--- config.mk ---
export PLATFORM = sky130hd
export DESIGN_NAME = bobing_round_ctrl_flat
export DESIGN_NICKNAME = d
export VERILOG_FILES = /design/src/rtl/bobing_pkg.sv /design/src/rtl/bobing_round_ctrl_if.sv /design/src/rtl/BoBingScoring.sv /design/src/rtl/bobing_round_ctrl.sv /design/src/flat_wrapper.sv
export SDC_FILE = /design/constraint.sdc
export NUM_CORES = 1
export LEC_CHECK = 0
export ABC_AREA = 1
export CAP_MARGIN = 5
export CORE_MARGIN = 3
export CORE_UTILIZATION = 25
export DETAILED_ROUTE_END_ITERATION = 12
export GPL_TIMING_DRIVEN = 0
export PLACE_DENSITY_LB_ADDON = 0.15
export SLEW_MARGIN = 30
export SYNTH_ARGS = -nofsm -noshare
export SYNTH_HDL_FRONTEND = slang
export SYNTH_HIERARCHICAL = 1
export SYNTH_SLANG_ARGS = --single-unit
--- constraint.sdc ---
create_clock -name clk -period 4.65 [get_ports clk]
set_clock_uncertainty 0.05 [all_clocks]
set_input_delay 0.93 -clock clk [delete_from_list [all_inputs] [get_ports clk]]
set_output_delay 0.93 -clock clk [all_outputs]
set_load 0.03 [all_outputs]
--- src/rtl/bobing_pkg.sv ---
// bobing_pkg: shared tier codes, die field helper and round FSM states for the Bo Bing controller.
package bobing_pkg;
    localparam int DIE_W = 3;
    localparam logic [2:0] TIER_NONE = 3'd0;
    localparam logic [2:0] TIER_1 = 3'd1;
    localparam logic [2:0] TIER_2 = 3'd2;
    localparam logic [2:0] TIER_3 = 3'd3;
    localparam logic [2:0] TIER_4 = 3'd4;
    localparam logic [2:0] TIER_5 = 3'd5;
    localparam logic [2:0] TIER_6 = 3'd6;

    typedef enum logic [2:0] {ST_IDLE, ST_WAIT_ROLL, ST_SCORE, ST_AWARD, ST_DONE} state_e;

    // Die k (1..6) occupies bits [3k-1:3k-3] of a packed roll.
    function automatic logic [DIE_W-1:0] die(input logic [6*DIE_W-1:0] d, input int k);
        return d[DIE_W*k-1 -: DIE_W];
    endfunction
endpackage

--- src/rtl/bobing_round_ctrl_if.sv ---
// bobing_round_ctrl_if: roll handshake and award event signals between roll source and controller.
interface bobing_round_ctrl_if;
    import bobing_pkg::*;
    logic start;
    logic roll_valid;
    logic roll_ready;
    logic [6*DIE_W-1:0] roll_dice;
    logic [2:0] cur_player;
    logic award_valid;
    logic [2:0] award_player;
    logic [2:0] award_tier;
    logic roll_err;
    logic [8:0] prizes_left;
    logic game_over;
    modport master (
        output start, roll_valid, roll_dice,
        input roll_ready, cur_player, award_valid, award_player, award_tier, roll_err, prizes_left, game_over
    );
    modport slave (
        input start, roll_valid, roll_dice,
        output roll_ready, cur_player, award_valid, award_player, award_tier, roll_err, prizes_left, game_over
    );
endinterface

--- src/rtl/BoBingScoring.sv ---
// BoBingScoring: combinational prize flags P1..P6 and illegal-face detect for one six-die roll.
module BoBingScoring
    import bobing_pkg::*;
(
    input  logic [6*DIE_W-1:0] dice,
    output logic [6:1]         prize,
    output logic               bad
);
    logic [6:1][2:0] cnt;

    always_comb begin
        cnt = '0;
        bad = 1'b0;
        for (int k = 1; k <= 6; k++) begin
            bad = bad | (die(dice, k) == 3'd0) | (die(dice, k) == 3'd7);
            for (int f = 1; f <= 6; f++) cnt[f] = cnt[f] + 3'(die(dice, k) == 3'(f));
        end
    end

    // Flags may overlap; the controller keeps only the lowest-index one.
    always_comb begin
        prize = '0;
        for (int f = 1; f <= 6; f++) begin
            prize[1] = prize[1] | (cnt[f] >= 3'd5);
            prize[4] = prize[4] | (f != 4 && cnt[f] == 3'd4);
        end
        prize[2] = cnt[4] == 3'd4;
        prize[3] = cnt[4] == 3'd3;
        prize[5] = cnt[4] == 3'd2;
        prize[6] = cnt[4] == 3'd1;
    end
endmodule

--- src/rtl/bobing_round_ctrl.sv ---
// bobing_round_ctrl: sequences a Bo Bing round -- accepts rolls, awards the top stocked tier,
// decrements its pool and rotates the turn until every prize is gone.
module bobing_round_ctrl
    import bobing_pkg::*;
#(
    parameter int NUM_PLAYERS = 6,
    parameter int POOL1 = 1,
    parameter int POOL2 = 2,
    parameter int POOL3 = 4,
    parameter int POOL4 = 8,
    parameter int POOL5 = 16,
    parameter int POOL6 = 32
) (
    input logic clk,
    input logic rst,
    bobing_round_ctrl_if.slave bus
);
    localparam logic [2:0] IDLE = ST_IDLE;
    localparam logic [2:0] WAIT_ROLL = ST_WAIT_ROLL;
    localparam logic [2:0] SCORE = ST_SCORE;
    localparam logic [2:0] AWARD = ST_AWARD;
    localparam logic [2:0] DONE = ST_DONE;
    localparam logic [6:1][5:0] POOL_INIT = {6'(POOL6), 6'(POOL5), 6'(POOL4), 6'(POOL3), 6'(POOL2), 6'(POOL1)};
    localparam logic [8:0] POOL_SUM = 9'(POOL1 + POOL2 + POOL3 + POOL4 + POOL5 + POOL6);
    localparam logic [2:0] LAST = 3'(NUM_PLAYERS - 1);

    logic [2:0] state, tier, cand, player;
    logic [6*DIE_W-1:0] dice;
    logic [6:1][5:0] pool;
    logic [8:0] left;
    logic [6:1] prize;
    logic bad;

    BoBingScoring u_score (.dice(dice), .prize(prize), .bad(bad));

    always_comb cand = prize[1] ? TIER_1 : prize[2] ? TIER_2 : prize[3] ? TIER_3 :
                       prize[4] ? TIER_4 : prize[5] ? TIER_5 : prize[6] ? TIER_6 : TIER_NONE;

    always_ff @(posedge clk) begin
        if (rst) begin
            state <= IDLE;
            pool <= POOL_INIT;
            left <= POOL_SUM;
            player <= '0;
            dice <= '0;
            tier <= TIER_NONE;
        end else begin
            case (state)
                IDLE, DONE: if (bus.start) begin
                    pool <= POOL_INIT;
                    left <= POOL_SUM;
                    player <= '0;
                    state <= (POOL_SUM == 9'd0) ? DONE : WAIT_ROLL;
                end
                WAIT_ROLL: if (bus.roll_valid) begin
                    dice <= bus.roll_dice;
                    state <= SCORE;
                end
                // An empty candidate tier awards nothing rather than falling back.
                SCORE: begin
                    tier <= (cand != TIER_NONE && pool[cand] != 6'd0) ? cand : TIER_NONE;
                    state <= bad ? WAIT_ROLL : AWARD;
                end
                AWARD: begin
                    if (tier != TIER_NONE && pool[tier] != 6'd0) begin
                        pool[tier] <= pool[tier] - 6'd1;
                        left <= left - 9'd1;
                    end
                    player <= (player == LAST) ? 3'd0 : player + 3'd1;
                    state <= (tier != TIER_NONE && left == 9'd1) ? DONE : WAIT_ROLL;
                end
                default: state <= IDLE;
            endcase
        end
    end

    assign bus.roll_ready = state == WAIT_ROLL;
    assign bus.cur_player = player;
    assign bus.award_valid = state == AWARD;
    assign bus.award_player = (state == AWARD) ? player : 3'd0;
    assign bus.award_tier = (state == AWARD) ? tier : TIER_NONE;
    assign bus.roll_err = state == SCORE && bad;
    assign bus.prizes_left = left;
    assign bus.game_over = state == DONE;
endmodule

--- src/flat_wrapper.sv ---
// flat-port wrapper written by rule: the top's interface ports become plain ports
module bobing_round_ctrl_flat import bobing_pkg::*;
#(
    parameter int NUM_PLAYERS = 6,
    parameter int POOL1 = 1,
    parameter int POOL2 = 2,
    parameter int POOL3 = 4,
    parameter int POOL4 = 8,
    parameter int POOL5 = 16,
    parameter int POOL6 = 32
)
  (clk, rst, bus_start, bus_roll_valid, bus_roll_dice, bus_roll_ready, bus_cur_player, bus_award_valid, bus_award_player, bus_award_tier, bus_roll_err, bus_prizes_left, bus_game_over);
  bobing_round_ctrl_if bus_i ();
  input logic clk;
  input logic rst;
  input wire logic [$bits(bus_i.start)-1:0] bus_start;
  input wire logic [$bits(bus_i.roll_valid)-1:0] bus_roll_valid;
  input wire logic [$bits(bus_i.roll_dice)-1:0] bus_roll_dice;
  output wire logic [$bits(bus_i.roll_ready)-1:0] bus_roll_ready;
  output wire logic [$bits(bus_i.cur_player)-1:0] bus_cur_player;
  output wire logic [$bits(bus_i.award_valid)-1:0] bus_award_valid;
  output wire logic [$bits(bus_i.award_player)-1:0] bus_award_player;
  output wire logic [$bits(bus_i.award_tier)-1:0] bus_award_tier;
  output wire logic [$bits(bus_i.roll_err)-1:0] bus_roll_err;
  output wire logic [$bits(bus_i.prizes_left)-1:0] bus_prizes_left;
  output wire logic [$bits(bus_i.game_over)-1:0] bus_game_over;
  assign bus_i.start = bus_start;
  assign bus_i.roll_valid = bus_roll_valid;
  assign bus_i.roll_dice = bus_roll_dice;
  assign bus_roll_ready = bus_i.roll_ready;
  assign bus_cur_player = bus_i.cur_player;
  assign bus_award_valid = bus_i.award_valid;
  assign bus_award_player = bus_i.award_player;
  assign bus_award_tier = bus_i.award_tier;
  assign bus_roll_err = bus_i.roll_err;
  assign bus_prizes_left = bus_i.prizes_left;
  assign bus_game_over = bus_i.game_over;
  bobing_round_ctrl #(.NUM_PLAYERS(NUM_PLAYERS), .POOL1(POOL1), .POOL2(POOL2), .POOL3(POOL3), .POOL4(POOL4), .POOL5(POOL5), .POOL6(POOL6)) u_core (.clk(clk), .rst(rst), .bus(bus_i));
endmodule
* After elaboration in Yosys (flattened, before gate mapping) *
Index checks and enable logic that the tools add are counted.

storage, ports and cells
  register bits = 72
  bits of input ports = 22
  word-level logic and storage cells = 185

cells by class
  add/sub/neg operators = 33
  order comparisons = 9
  equal/unequal tests = 60
  multiplexer cells = 30
  bitwise operators = 20
  reduce and logical (&&, ||, !) cells = 22

operator list
  operator                                                    number
  == test 3 bit, second input constant                        32
  2-to-1 mux 36 bit                                           2
  case mux 36 bit (2 select lines)                            1
  adder 3 x 1 -> 3 bit                                        18
  == test 3 x 2 -> 1 bit, second input constant               16
  2-to-1 mux 3 bit                                            14
  binary-select mux 6 bit (select 3 bit)                      2
  bitwise mux 36 bit                                          1
  == test 3 x 1 -> 1 bit, second input constant               8
  logical NOT 3 bit                                           7
  bitwise OR 1 bit                                            20
  adder 2 x 1 -> 3 bit                                        6
  demux 6 bit (select 3 bit)                                  1
  >= comparator 3 bit, second input constant                  6
  2-to-1 mux 6 bit                                            3
  2-to-1 mux 9 bit                                            2
  case mux 9 bit (2 select lines)                             1
  adder 1 x 1 -> 2 bit                                        6
  case mux 3 bit (4 select lines)                             1
  nonzero test 6 bit                                          2
  == test 9 x 1 -> 1 bit, second input constant               1
  subtractor 9 x 1 -> 9 bit, second input constant            1
  less-than comparator 3 x 4 -> 1 bit, second input constant  2
  case mux 3 bit (2 select lines)                             1
  other kinds (12)                                            20

* Logic depth before layout (Yosys ltp) *
  depth in word-level cells = 20
  mapped depth = 24

* Modules after synthesis *
Netlist, hierarchy kept.

by module, submodules not included
  module             instances  cells each  area each (µm²)  seq. area each (µm²)
  bobing_round_ctrl  1          618         3953.8           1441.4
  BoBingScoring      1          161         1036.0           0.0

* Worst setup path before layout *
No wires, ideal clock.

  path type = reg-to-reg
  from = reg u_core.dice[4]
  to = reg u_core.tier[0]
  setup time = 132 ps
  arrival = 3340 ps
  data required time = 4468 ps
  path slack = 1128 ps
  cell stages (with the launch flop) = 19
  period minus slack after synthesis = 3522 ps
  cell sequence = dfxtp_1 nor2_1 nand2_1 fa_1 inv_1 fa_1 ha_1 inv_1 fa_1 nor3_1 inv_1 o21ai_0 nand2_1 nand2_1 nand3_1 nand3_1 nand3_1 nand3_1 a21oi_1

between the ends
  elaborated cells between the ends (all ways) = 72

RTL lines
  element                                 line                     RTL
  from (decl)                             bobing_round_ctrl.sv:28  logic [6*DIE_W-1:0] dice;
  from (signal assigned)                  bobing_round_ctrl.sv:56  dice <= bus.roll_dice;
  == test 3 bit *                         BoBingScoring.sv:16      for (int f = 1; f <= 6; f++) cnt[f] = cnt[f] + 3'(die(dice, k) == 3'(f));
  adder 1 x 1 -> 2 bit *                  BoBingScoring.sv:16
  adder 2 x 1 -> 3 bit *                  BoBingScoring.sv:16
  adder 3 x 1 -> 3 bit * (3 in series)    BoBingScoring.sv:16
  == test 3 x 2 -> 1 bit *                BoBingScoring.sv:29      prize[5] = cnt[4] == 3'd2;
  via u_core.prize, one bit               bobing_round_ctrl.sv:31  logic [6:1] prize;
  2-to-1 mux 3 bit * (2 in series)        bobing_round_ctrl.sv:37  prize[4] ? TIER_4 : prize[5] ? TIER_5 : prize[6] ? TIER_6 : TIER_NONE;
  2-to-1 mux 3 bit * (3 in series)        bobing_round_ctrl.sv:36  always_comb cand = prize[1] ? TIER_1 : prize[2] ? TIER_2 : prize[3] ? TIER_3 :
  binary-select mux 6 bit (select 3 bit)  bobing_round_ctrl.sv:61  tier <= (cand != TIER_NONE && pool[cand] != 6'd0) ? cand : TIER_NONE;
  2-to-1 mux 6 bit (not written as such)  bobing_round_ctrl.sv:61
  nonzero test 6 bit                      bobing_round_ctrl.sv:61
  logical AND 1 bit                       bobing_round_ctrl.sv:61
  2-to-1 mux 3 bit *                      bobing_round_ctrl.sv:61
  to (signal assigned)                    bobing_round_ctrl.sv:61
  to (decl)                               bobing_round_ctrl.sv:27  logic [2:0] state, tier, cand, player;

The timed path passes the listed nets; every way through them passes the cells marked *. The select of a mux whose other input is x is not followed.
A chain may end at the register's enable or synchronous reset.

* Final worst setup path *
  from = reg u_core.dice[2]
  to = reg u_core.tier[2]

between the ends
  cells in the longest elaborated chain, start to end = 20
  elaborated cells between the ends (all ways) = 72

RTL lines
  element                                                                  line                     RTL
  == test 3 x 1 -> 1 bit / == test 3 x 2 -> 1 bit (equally long branches)  BoBingScoring.sv:16
  adder 1 x 1 -> 2 bit                                                     BoBingScoring.sv:16
  adder 2 x 1 -> 3 bit                                                     BoBingScoring.sv:16
  adder 3 x 1 -> 3 bit (3 in series)                                       BoBingScoring.sv:16
  == test 3 bit                                                            BoBingScoring.sv:25      prize[4] = prize[4] | (f != 4 && cnt[f] == 3'd4);
  bitwise OR 1 bit (3 in series)                                           BoBingScoring.sv:25
  bitwise OR 1 bit *                                                       BoBingScoring.sv:25
  via u_core.prize, one bit                                                bobing_round_ctrl.sv:31
  2-to-1 mux 3 bit *                                                       bobing_round_ctrl.sv:37
  2-to-1 mux 3 bit * (3 in series)                                         bobing_round_ctrl.sv:36
  binary-select mux 6 bit (select 3 bit)                                   bobing_round_ctrl.sv:61
  2-to-1 mux 6 bit (not written as such)                                   bobing_round_ctrl.sv:61
  nonzero test 6 bit                                                       bobing_round_ctrl.sv:61
  logical AND 1 bit                                                        bobing_round_ctrl.sv:61
  2-to-1 mux 3 bit *                                                       bobing_round_ctrl.sv:61

Marks and branches as above.

==> key figures <==
Status
  • Status: completed

Global route
  • Vias in the first global route: between 4000 and 5000
  • Gr usage total: 15.3%
  • Grt ovf: 0
  • Pin count of the biggest net entering global routing: 15
  • Initial antenna violation count: 0
  • Global-route wire length before repair: around 26 mm

Placed design
  • Cells after DPL: about 1100
  • Place WS: approximately 630 ps
  • Hpwl dp: 12.6 mm
  • RD Place Congestion: about 0.86
  • Port bufs: 43

Worst hold path
  • HP Class: reg -> reg

Timing
  • Crit path time final: just under 4000 ps
  • Post-route setup slack: 704 ps
  • Max Slew Vio Count: 0
  • Setup_tns: 0 ps
  • Fmax: about 250 MHz
  • RSZ-0062 raised after global routing: false
  • Worst rel slew slack: between 40% and 50%
  • Worst-margin pin slew: 807 ps
  • Fin. Hold Viols: 0
  • # setup viols final: 0
  • Fin crit share: 84.9%

Final layout
  • Commonest non-fill, non-tap cell in the layout: nand2_1
  • Area Overhead vs Synth: 20.9%
  • ANT cells: 0
  • Most frequent cells in the layout: nand2_1, nor2_1, inv_1, nand3_1, dfxtp_1
  • Final-stage net count: 883
  • Layout cell share with drive strength beyond 1: a little over 7%
  • Non-Filler Instances: 1103

Yosys
  • Mux cell area share after synthesis: 0%
  • Mean post-synth cell area: between 6 and 7 um2
  • Post-Synth Simple-Gate Area: about two fifths
  • Combinational family with the most area after synthesis: simple AND/OR/NAND/NOR gates
  • Yosys warns: 6
  • Compound-Gate Fraction of Synth Area: 8.10%
  • XOR/XNOR Fraction of Synth Area: less than 1%
  • Adder-Cell Fraction of Synth Area: 9.73%
  • Async set or reset register ratio after synthesis: 0%
  • Seq/Total Area, Yosys: 28.9%
  • Synth Register Bits: 72
  • Post-synthesis instance area: between 0.004 and 0.005 mm2
  • Post-synthesis cell count: between 700 and 800
  • Post-synth EDFFs: 0
  • Syn nets: between 800 and 900
  • Synth cell types: 34
  • Commonest register cell after synthesis: dfxtp_1

Routing
  • Routed via count: ~5000
  • Initial drt markers: around 360
  • Post-Route WL: 16.3 mm
  • DRC: 0
  • Final ANT Viol Nets: 0
  • WL per Instance: roughly 15 um
  • DR vias/cell: between 4 and 5
  • TritonRoute pass-1 iters: 6

CTS
  • Post-cts resize count: 0
  • Post-CTS setup buffers: 0
  • H-tree levels: 3
  • Clock Sinks: 72
  • Worst-Skew Late Latency: roughly 350 ps
  • CTS Hold Bufs: 0
  • Root Buffer: clkbuf_16
  • Num CTS Buffers: 9
  • Clk buf depth: 2
  • Clock transition at path regs: approximately 60 ps
  • CTS tree: built

Setup path
  • Arr. time, crit path: 4100 ps
  • CP max FO: 6
  • Setup CP Type: reg -> reg
  • Critical Path RT: 4810 ps
  • Type of origin of the critical path: flop
  • Worst setup EP type: flop

Power
  • Leak pwr: about 2.6 nW
  • Peak supply drop: ~200 uV
  • PwrDens: between 300 and 400 mW/mm2

Floorplan
  • Chip Height: roughly 150 um
  • Core area: ~0.020 mm2
  • Die ar.: 0.0217 mm2
  • Io pins: between 40 and 50
  • Row count: 51
  • Initial core utilization: 25.6%
  • Die W: between 100 and 150 um

Run
  • Max_cap viols: 0
==> power breakdown <==
part / internal, mW / total [mW] / switching, mW
clock: 0.367 / 0.672 / 0.306
sequential: 0.663 / 0.722 / 0.0589
combinational: 0.177 / 0.505 / 0.327
total: 1.21 / 1.90 / 0.692
==> final cells by class <==
type / count / area [um2]
buffer: 26 / 181
clock buffer: 9 / 225
clock inverter: 7 / 56.3
fill: 2212 / 13500
inverter: 106 / 400
multi-input combinational: 575 / 2970
sequential: 72 / 1440
tap: 265 / 332
timing repair buffer: 43 / 430
==> synthesized netlist by cell type (2+ instances only) <==
cell | n | area (um2)
o21ai_0 | 23 | 115
o21ai_1 | 4 | 20.0
dfxtp_1 | 72 | 1440
buf_6 | 7 | 78.8
nor2_1 | 108 | 405
o211ai_1 | 5 | 37.5
clkbuf_1 | 8 | 30.0
buf_4 | 7 | 52.6
inv_2 | 9 | 33.8
nor2_2 | 6 | 37.5
a21oi_1 | 41 | 205
nand3b_1 | 2 | 15.0
xor2_1 | 3 | 26.3
buf_2 | 4 | 20.0
ha_1 | 10 | 125
inv_1 | 95 | 357
nand2_1 | 186 | 698
nor3_1 | 45 | 225
nand2_2 | 5 | 31.3
fa_1 | 18 | 360
nor4_1 | 6 | 37.5
nand4_1 | 12 | 75.1
nand3_1 | 91 | 455
nand3_2 | 2 | 20.0
==> per-stage QoR <==
step                instance area, um2  hold WS (ps)  power, mW  utilization (%)
detailed placement                5750           427       1.24             29.5
global placement                  5750           421       1.24             29.5
CTS                               6030           438       1.92             30.9
floorplan                         4990           399       1.08                -
global route                      6030           460       2.01             30.9
finish                            6030           437       1.90             30.9
==> sequential cells by signal (all words and copies together), names as in the netlist <==
| register | flops |
|---|---|
| u_core/pool | 36 |
| u_core/dice | 18 |
| u_core/bus.prizes_left | 9 |
| u_core/bus.cur_player | 3 |
| u_core/state | 3 |
| u_core/tier | 3 |
==> cell families after synthesis <==
logic type               Yosys count
AND/OR/NAND/NOR                  468
AO/OA/AOI/OAI                     76
buffers and inverters            132
adder cells (fa/ha/maj)           28
XOR/XNOR                           3
flip-flops                        72
==> worst paths after layout <==
kind	start	endpoint	slack, ps	cells past startpoint
min	u_core/pool[20]	u_core/pool[20]	440	2
max reg2reg	u_core/dice[2]	u_core/tier[2]	700	21
max	u_core/dice[2]	u_core/tier[2]	700	21
min reg2reg	u_core/pool[20]	u_core/pool[20]	440	2
==> layer usage <==
metal	up-vias	global-route usage, %	part of all wire (%)
li1	2619	-	-
met1	2299	22.9	50
met2	141	22.7	42
met3	12	2.50	6.2
met4	0	4.24	1.1
met5	-	0	0
==> critical path, stage by stage, from the launching register on <==
cell and delay, ps:
dfxtp_1 430, inv_1 110, nor3_1 320, fa_1 450, inv_1 100, fa_1 390, inv_1 70, ha_1 130
inv_1 40, fa_1 450, nand3_1 90, nand2_1 60, inv_1 60, nand4_1 120, o21ai_0 190, nand2_1 100
nand2_1 130, nand3_1 90, nand3_1 110, nand3_1 110, nand3_1 140, a21oi_1 70
Power figures use the tool's default switching activity.
==> patch (config.mk and constraints unchanged) <==
Put a register stage on the output `bus.roll_err`, without a reset. The value now appears one clock later.
--- a/src/rtl/bobing_round_ctrl.sv
+++ b/src/rtl/bobing_round_ctrl.sv
@@ -79,7 +79,9 @@
     assign bus.award_valid = state == AWARD;
     assign bus.award_player = (state == AWARD) ? player : 3'd0;
     assign bus.award_tier = (state == AWARD) ? tier : TIER_NONE;
-    assign bus.roll_err = state == SCORE && bad;
+    always_ff @(posedge clk) begin
+        bus.roll_err <= state == SCORE && bad;
+    end
     assign bus.prizes_left = left;
     assign bus.game_over = state == DONE;
 endmodule
Check against the original RTL: not equivalent (Yosys sat finds a counterexample within 4 cycles, from zero or initial values and one cycle with rst high).
==> patch against the unedited design <==
Clock power rose by 11%; power rose by 4.2%; highest routed layer unchanged; largest power group is now the clock network; cell count barely moved; hold slack improved by 0.0068 ns; setup slack got worse by 0.029 ns; synthesized area rose by 0.35%; routed wire length rose by 0.75%; final area rose by 0.75%; sequential share of layout area rose by 0.15 points; critical path depth fell by 3; first-iteration DRC count did not move; sequential cell count rose by 1.
==> patch: results (changes against the unedited design) <==
grt_pass1_vias: 4959  # +3.9%
wl_met2_mm: 7.00  # +1.5%
r2r_cells: 18  # -14%
synth_nets: 830  # +0.12%
regMostFlops: "u_core/pool"
hold_end: "u_core/pool[9]"
holdCritStartpoint: "u_core/pool[9]"
clk_pin_slew_ns: 0.06  # about the same
synthTopCellsByCount: "nand2_1 (186), nor2_1 (109), inv_1 (95), nand3_1 (91), dfxtp_1 (73)"
ff2ff_setup_slack_ns: 0.67  # -0.03 ns
p_leak_nw: 2.64  # +1.0%
met1_usage: 0.223  # -0.00537
met3_usage: 0.0276  # +0.00261
hold_ws_ns: 0.444  # +0.00684 ns
nets: 884  # +0.11%
grt_util_met2: 0.234  # +0.00704
grt_pass1_wl_mm: 26.6  # +1.6%
r2r_start: "u_core/dice[4]"
synthTopCellsByArea: "dfxtp_1 (29%), nand2_1 (14%), nand3_1 (9.1%)"
place_hpwl_mm: 12.8  # +1.9%
max_slew_margin: 0.445  # -0.0129
drt_iter0_markers: 357  # unchanged
hold-path-cell-count: 2  # unchanged
antenna_found_initial: 0  # unchanged
cp_slowest_cell: "fa_1"
met1_length_mm: 8.38  # +1.7%
hold_buffers: 0  # unchanged
highest_layer: "met4"
peakVddDrop_v: 0.000180  # -11%
postSynthCellCount: 780  # +0.13%
drive_gt1_frac: 0.0715  # -0.00128
io_buffers: 43  # unchanged
dr.pass1.iters: 5  # -1
yosys_warnings: 6  # unchanged
grt_max_degree: 16  # +1
viasPerCell: 4.65  # +1.1%
place_congestion: 0.881  # +3.0%
r2r_end: "u_core/tier[1]"
pre_cts_slack_ns: 0.632  # -0.00176 ns
route.met3.wl_um: 775  # -24%
arrival_ns: 4.13  # +0.03 ns
status: "finished, final reports clean"
crit_family: "adder cells"
ys_seq_area_frac: 0.292  # +0.00299
cts-buffers-inserted: 9  # unchanged
grtUsageTotal: 0.155  # +0.00165
place_inst: 1088  # +0.092%
slowest_delay_ns: 0.60  # +0.15 ns
post_cts_resized: 0  # unchanged
totalWireLength_mm: 16.5  # +0.75%
wl_per_cell_um: 14.9  # +0.66%
[patch: changes by cell type after synthesis]
cell,before,now
dfxtp_1,72,73
nor2_1,108,109
nor2_2,6,5
[patch: stage by stage]
step | power [mW] | utilization | area (um2)
floorplan | 1.09 | - | 5010
global placement | 1.25 | 0.295 | 5770
detailed placement | 1.25 | 0.295 | 5770
CTS | 2.01 | 0.310 | 6080
global route | 2.11 | 0.310 | 6080
finish | 1.98 | 0.310 | 6080
[patch: logic make-up after synthesis]
group,Yosys count,share of synthesized area
AOI/OAI and AO/OA,76,0.0807
xor gates and xnor gates,3,0.00525
adders and majority gates,28,0.0970
buffers and inverters,132,0.116
DFF,73,0.292
and+or+nand+nor,468,0.409
[patch: worst max path at each step]
stage	from	end	slack, ns
final	u_core/dice[4]	u_core/tier[1]	0.67
after global routing	u_core/dice[0]	u_core/tier[1]	0.18
after CTS	u_core/dice[0]	u_core/tier[1]	0.61
after detailed placement	u_core/dice[0]	u_core/tier[1]	0.63
after global placement	u_core/dice[0]	u_core/tier[1]	0.66
after floorplan	u_core/dice[4]	u_core/tier[0]	1.13
[patch: worst reg2reg max path: cells and delay by family (launching register included)]
family,cells,cell delay [ns]
buf+inv,3,0.19
simple gates,9,1.23
flops,1,0.36
fa+ha+maj,4,1.78
compound gates,2,0.21
[patch: area by class of cell]
class,count,area (um2)
Sequential cell,73,1460
Tap cell,265,332
Clock inverter,7,83.8
Buffer,26,181
Fill cell,2216,13500
Multi-Input combinational cell,575,2960
Inverter,106,400
Timing Repair Buffer,43,430
Clock buffer,9,225
[patch: power breakdown]
group / internal [mW] / leakage (nW) / switching, mW
combinational: 0.177 / 1.90 / 0.326
clock: 0.425 / 0.149 / 0.318
sequential: 0.672 / 0.595 / 0.0611
total: 1.27 / 2.64 / 0.705
